**src/rtl/popcnt_seq_pkg.sv**
```systemverilog
// Shared types and sizing helpers for the sequential population counter.
package popcnt_seq_pkg;

    typedef enum logic [1:0] {IDLE, COUNT, DONE} popcnt_seq_state_t;

    localparam int DEF_WIDTH = 64;
    localparam int DEF_CHUNK = 16;

    function automatic int calc_nchunk(input int width, input int chunk);
        return width / chunk;
    endfunction

    function automatic int calc_accw(input int width);
        return $clog2(width) + 1;
    endfunction

    function automatic int calc_cntw(input int nchunk);
        return (nchunk > 1) ? $clog2(nchunk) : 1;
    endfunction

endpackage

```
**src/rtl/popcnt_chunk.sv**
```systemverilog
// Combinational population count of one CHUNK-bit slice.
module popcnt_chunk #(
    parameter int CHUNK = 16
) (
    input  logic [CHUNK-1:0]       bits,
    output logic [$clog2(CHUNK):0] count
);

    always_comb begin
        count = '0;
        for (int i = 0; i < CHUNK; i++) begin
            count = count + {{$clog2(CHUNK){1'b0}}, bits[i]};
        end
    end

endmodule

```
**src/rtl/popcnt_seq.sv**
```systemverilog
// Multi-cycle popcount: one CHUNK-bit counter reused over WIDTH/CHUNK cycles.
// Define POPCNT_SEQ_EARLYOUT_EN to finish as soon as the remaining operand bits are zero.
module popcnt_seq
    import popcnt_seq_pkg::*;
#(
    parameter int WIDTH = DEF_WIDTH,
    parameter int CHUNK = DEF_CHUNK
) (
    input  logic             clk,
    input  logic             reset,
    input  logic             ReqValid,
    output logic             ReqReady,
    input  logic [WIDTH-1:0] A,
    input  logic             W,
    input  logic             Flush,
    output logic             RespValid,
    input  logic             RespReady,
    output logic [WIDTH-1:0] Result
);

    localparam int NCHUNK = calc_nchunk(WIDTH, CHUNK);
    localparam int ACCW   = calc_accw(WIDTH);
    localparam int CNTW   = calc_cntw(NCHUNK);
    localparam int CW     = $clog2(CHUNK) + 1;

    localparam logic [CNTW-1:0] LAST_FULL = CNTW'(NCHUNK - 1);
    localparam logic [CNTW-1:0] LAST_WORD = CNTW'(NCHUNK / 2 - 1);

    popcnt_seq_state_t state_q, state_d;
    logic [WIDTH-1:0]  sh_q, sh_d;
    logic [ACCW-1:0]   acc_q, acc_d;
    logic [CNTW-1:0]   cnt_q, cnt_d;
    logic              w_q, w_d;

    logic [CW-1:0]     chunk_pop;
    logic [WIDTH-1:0]  sh_next;
    logic              last;
    logic              finish;

    popcnt_chunk #(.CHUNK(CHUNK)) u_chunk (
        .bits  (sh_q[CHUNK-1:0]),
        .count (chunk_pop)
    );

    assign sh_next = sh_q >> CHUNK;
    assign last    = (cnt_q == (w_q ? LAST_WORD : LAST_FULL));

`ifdef POPCNT_SEQ_EARLYOUT_EN
    assign finish = last || (sh_next == '0);
`else
    assign finish = last;
`endif

    // Flush is applied last so it overrides accept, completion and response handoff.
    always_comb begin
        state_d = state_q;
        sh_d    = sh_q;
        acc_d   = acc_q;
        cnt_d   = cnt_q;
        w_d     = w_q;

        case (state_q)
            IDLE: begin
                if (ReqValid) begin
                    state_d = COUNT;
                    sh_d    = W ? {{(WIDTH/2){1'b0}}, A[WIDTH/2-1:0]} : A;
                    acc_d   = '0;
                    cnt_d   = '0;
                    w_d     = W;
                end
            end
            COUNT: begin
                acc_d = acc_q + ACCW'(chunk_pop);
                sh_d  = sh_next;
                cnt_d = cnt_q + CNTW'(1);
                if (finish) begin
                    state_d = DONE;
                end
            end
            DONE: begin
                if (RespReady) begin
                    state_d = IDLE;
                end
            end
            default: state_d = IDLE;
        endcase

        if (Flush) begin
            state_d = IDLE;
            acc_d   = '0;
        end
    end

    always_ff @(posedge clk or posedge reset) begin
        if (reset) begin
            state_q <= IDLE;
            sh_q    <= '0;
            acc_q   <= '0;
            cnt_q   <= '0;
            w_q     <= 1'b0;
        end else begin
            state_q <= state_d;
            sh_q    <= sh_d;
            acc_q   <= acc_d;
            cnt_q   <= cnt_d;
            w_q     <= w_d;
        end
    end

    assign ReqReady  = (state_q == IDLE);
    assign RespValid = (state_q == DONE);
    assign Result    = WIDTH'(acc_q);

endmodule

```
**config.mk**
```make
export PLATFORM = sky130hd
export DESIGN_NAME = popcnt_seq
export DESIGN_NICKNAME = d
export VERILOG_FILES = /design/src/rtl/popcnt_seq_pkg.sv /design/src/rtl/popcnt_chunk.sv /design/src/rtl/popcnt_seq.sv
export SDC_FILE = /design/constraint.sdc
export NUM_CORES = 1
export LEC_CHECK = 0
export ABC_AREA = 1
export CAP_MARGIN = 20
export CORE_MARGIN = 4
export CORE_UTILIZATION = 65
export CTS_CLUSTER_SIZE = 25
export DETAILED_ROUTE_END_ITERATION = 10
export DONT_BUFFER_PORTS = 1
export HOLD_SLACK_MARGIN = 0.1
export PLACE_DENSITY = 0.81
export SLEW_MARGIN = 15
export SYNTH_ARGS = -nofsm -noshare
export SYNTH_HDL_FRONTEND = slang
export SYNTH_SLANG_ARGS = --single-unit
```
**constraint.sdc**
```tcl
create_clock -name clk -period 10.1 [get_ports clk]
set_clock_uncertainty 0.15 [all_clocks]
set_input_delay 1.515 -clock clk [delete_from_list [all_inputs] [get_ports clk]]
set_output_delay 1.515 -clock clk [all_outputs]
set_load 0.02 [all_outputs]
```
======== Word-level counts from Yosys, hierarchy flattened ========
Index checks and enable logic that the tools add are counted.
W data, S select, Z words.
cells by class
  equal/unequal tests ..................... 7
  reduce and logical (&&, ||, !) cells .... 7
  multiplexer cells ....................... 14
  add/sub/neg operators ................... 17
operator list
  kind                   number
  $mux W64               2
  $pmux W64 S2           1
  $add A5 B1 Y5          14
  $mux W7                2
  $pmux W7 S2            1
  $mux W2                6
  $add A7 B5 Y7          1
  $ne A3 B2 Y1 const B   2
  $pmux W2 S3            1
  $reduce_and A2 Y1      3
  $pmux W2 S2            1
  $ne A3 B3 Y1 const B   1
  $reduce_and A3 Y1      1
  $reduce_bool A3 Y1     1
  $add A1 B1 Y2          1
  $add A2 B1 Y2 const B  1
  $eq A2 B1 Y1 const B   1
  $eq A2 B2 Y1           1
  $eq A2 B2 Y1 const B   1
  $logic_not A2 Y1       1
  $ne A2 B2 Y1 const B   1
  $reduce_bool A2 Y1     1
storage, ports and cells
  word-level logic and storage cells ...... 50
  register bits ........................... 76

======== Logic depth before layout (Yosys ltp) ========
  word-level depth ........................ 18
  mapped depth ............................ 21

======== Cells and area by module ========
Synthesis repeated with hierarchy kept, for this count alone.
unflattened totals
  cells, all modules ...................... 556
  area, all modules ....................... 4777.1 sq um
modules (own cells, without submodules)
  module        instances  cells an instance  sequential area each (sq um)  area each (sq um)
  popcnt_seq    1          506                1901.8                        4370.4
  popcnt_chunk  1          50                 0.0                           406.6

======== Least setup slack after synthesis ========
OpenSTA, ideal clock, no wires.
  path kind ............................... register -> register
  start point ............................. register sh_q[0]
  end point ............................... register acc_q[6]
  setup slack ............................. 5.504 ns
  clock period less this slack ............ 4.596 ns
  required time ........................... 9.831 ns
  setup time .............................. 0.119 ns
  cell stages (with the launch flop) ...... 18
  data arrival time ....................... 4.327 ns
  path through ............................ dfrtp_1 -> ha_1 -> inv_1 -> fa_1 -> fa_1 -> fa_1 -> fa_1 -> fa_1 -> fa_1 -> fa_1 -> inv_1 -> nand2_1 -> nand2_1 -> nand3_1 -> nand2_1 -> nand3_1 -> nand2_1 -> nor2_1
between the ends
  cells in the longest elaborated chain, start to end .. 18
ends and longest elaborated chain
  element                      RTL line            text
  start, declared              popcnt_seq.sv:30    logic [WIDTH-1:0] sh_q, sh_d;
  start signal, assigned       popcnt_seq.sv:97    sh_q <= '0;
  start signal, assigned       popcnt_seq.sv:103   sh_q <= sh_d;
  $add A1 B1 Y2                popcnt_chunk.sv:12  count = count + {{$clog2(CHUNK){1'b0}}, bits[i]};
  $add A5 B1 Y5 (14 in a row)  popcnt_chunk.sv:12
  $add A7 B5 Y7                popcnt_seq.sv:73    acc_d = acc_q + ACCW'(chunk_pop);
  $pmux W7 S2                  popcnt_seq.sv:62    case (state_q)
  $mux W7                      popcnt_seq.sv:88    if (Flush) begin
  end signal, assigned         popcnt_seq.sv:98    acc_q <= '0;
  end signal, assigned         popcnt_seq.sv:104   acc_q <= acc_d;
  end, declared                popcnt_seq.sv:31    logic [ACCW-1:0] acc_q, acc_d;
Every way passes these cells.
A chain may end at the register's enable or synchronous reset.

======== Final worst setup path ========
  start point ............................. register sh_q[0]
  end point ............................... register acc_q[3]
Same word-level chain as after synthesis.

==> flow_summary.json <==
{
  "fin_nets": 584,
  "ys_seq_elements": 76,
  "cts_max_path_buffers": 2,
  "grt_pass1_wl_um": 13960,
  "min_path_cells": 2,
  "synthToLayoutAreaGrowth_pct": -0.7920,
  "synth_cell_types": 29,
  "insertion_delay_ps": 350,
  "ys_top_cells_by_count": "nand2_1, dfrtp_1, inv_1, buf_4, o21ai_0",
  "yosys.area.top_type_share_pct": 43.00,
  "ant_nets": 0,
  "rows": 29,
  "firstDrtPassIters": 4,
  "post_cts_resize_count": 0,
  "via_count": 3082,
  "synth_area_leader_cell": "dfrtp_1",
  "cts_tree": "built",
  "post-synth-top-count-cell": "nand2_1",
  "wl_per_cell_um": 14.56,
  "critPathRequiredTime_ps": 10240,
  "drive_above_1_share_pct": 7.631,
  "ctsHoldBuffers": 0,
  "cp.arrival_ps": 5030,
  "clockRootBuffer": "clkbuf_8",
  "synth_area_leaders": "dfrtp_1, buf_4, nand2_1",
  "crit_chain": "ha_1, inv_1, fa_1, fa_1, fa_1, fa_1, fa_1, fa_1, xnor2_1, ha_1, nand2_1, nand2_1, a21oi_1, xor2_1, nand2_1, nand2_1",
  "cp_common_cell": "fa_1",
  "synth_area_per_cell_um2": 8.811,
  "overflow": 0,
  "drv_slew": 0,
  "drcViolationCount": 0,
  "io_buffers": 0,
  "dieArea_um2": 8188,
  "dp_hpwl_um": 5999,
  "reg2reg_depth": 16,
  "finalHoldViolCount": 0,
  "initial_core_util_pct": 68.10,
  "die-width_um": 90.49,
  "maxSlewHeadroom_pct": 37.58,
  "numCtsBuffers": 9,
  "worst_pin_slew_ps": 936.3,
  "critical-path-top-delay-family": "adder cells",
  "grt_use_total_pct": 21.01,
  "crit_buf_inv": 1,
  "drt_iter0_markers": 159,
  "period_minus_slack_ps": 4891,
  "core-area_um2": 6495,
  "pin_count": 136,
  "hold_class": "flip-flop to flip-flop",
  "ys_seq_area_share_pct": 43.00,
  "critical_path_peak_fanout": 4,
  "gp_congestion": 0.8607,
  "n_antenna_cell": 0,
  "grt_antenna_before_repair": 0,
  "crit_path_max_incr_delay_ps": 530,
  "rsz0062_at_grt": "false",
  "synth_edf_count": 0,
  "drt-vias-per-instance": 5.360,
  "netlist_area_um2": 4423,
  "clock.fmax_ghz": 0.2045,
  "setup_viol": 0,
  "synth_ff_type": "dfrtp_1",
  "outcome": "complete, no violations",
  "post_cts_buffers": 0,
  "cp-end-kind": "flip-flop",
  "fin_tns_setup_ps": 0,
  "drv_cap": 0,
  "syn_inst": 502,
  "wirelength_um": 8371,
  "yosys_warnings": 0,
  "grt_max_degree": 77,
  "grt_pass1_vias": 2988,
  "async_flop_share_pct": 100.0,
  "die_h_um": 90.49,
  "path_class": "flip-flop to flip-flop",
  "startpoint_type": "flip-flop",
  "path_depth": 16,
  "h-tree-depth": 3,
  "path_clk_slew_ps": 80,
  "clock_sinks": 76,
  "fin_crit_sh_pct": 48.43,
  "cp_slowest_cell": "fa_1"
}
per-stage QoR:
step | util [%] | cell area [um^2] | hold WS [ps] | cells | setup WS [ps]
2_1_floorplan | - | 4633 | 302.4 | 558 | 5504
3_3_place_gp | 64.46 | 4187 | 316.8 | 559 | 5432
3_5_place_dp | 64.46 | 4187 | 321.4 | 559 | 5239
4_1_cts | 67.56 | 4388 | 342.8 | 575 | 5214
5_1_grt | 67.56 | 4388 | 357.6 | 575 | 5007
6_report | 67.56 | 4388 | 343.1 | 575 | 5209
cell usage in the layout, fill, tap and decap left out, drive strengths merged:
| cell type | n |
|---|---|
| ha | 10 |
| a21oi | 8 |
| clkbuf | 10 |
| o31ai | 12 |
| buf | 2 |
| nand3 | 12 |
| o21ai | 42 |
| o211ai | 23 |
| clkinvlp | 2 |
| nand2 | 100 |
| o221ai | 9 |
| bufinv | 1 |
| clkinv | 4 |
| xnor2 | 1 |
| dfrtp | 76 |
| inv | 73 |
| xor2 | 3 |
| nor2 | 36 |
| a22o | 5 |
| conb | 57 |
| fa | 11 |
| o22ai | 1 |
tightest hold or removal path, delay by kind of cell, from the launching register on:
family | cells | cell delay (ps)
DFF | 1 | 350
and+or+nand+nor | 2 | 110
worst paths after layout:
path / startpoint / end / slack (ps)
worst min-delay path: sh_q[34] / sh_q[34] / 340
worst min register to register: sh_q[34] / sh_q[34] / 340
worst max register to register: sh_q[0] / acc_q[3] / 5210
min in group asynchronous: reset / sh_q[58] / 1190
max in group asynchronous: reset / sh_q[17] / 8010
worst max-delay path: sh_q[0] / acc_q[3] / 5210
layer usage:
layer,track usage (%),part of all wire (%)
met4,8.801,2.9
met3,6.750,7.9
met1,26.34,42
met5,0,0
met2,33.54,47
flip-flops by register name (all words and copies together) (netlist names):
register  count
acc_q         7
w_q           1
cnt_q         2
sh_q         64
state_q       2
cell families (layout without fill, tap and decap cells):
logic type | Yosys count | after routing | synth area share [%]
buffers and inverters | 152 | 92 | 18.98
AND/OR/NAND/NOR | 148 | 148 | 13.80
AO/OA/AOI/OAI | 100 | 100 | 15.53
flip-flops | 76 | 76 | 43.00
adder cells (fa/ha/maj) | 21 | 21 | 7.808
XOR/XNOR | 4 | 4 | 0.7922
other | 1 | 57 | 0.08478
cell type report:
class / count / area, um^2
inverters: 74 / 281.5
clock inverters: 6 / 63.81
well taps: 77 / 96.34
clock buffers: 10 / 137.6
fillers: 504 / 2107
repair buffers: 2 / 15.01
multi-input cells: 330 / 1892
flip-flops and latches: 76 / 1902
Power is not shown: default switching activity piles up to over one toggle a cycle in this logic, so the estimate is an artifact.
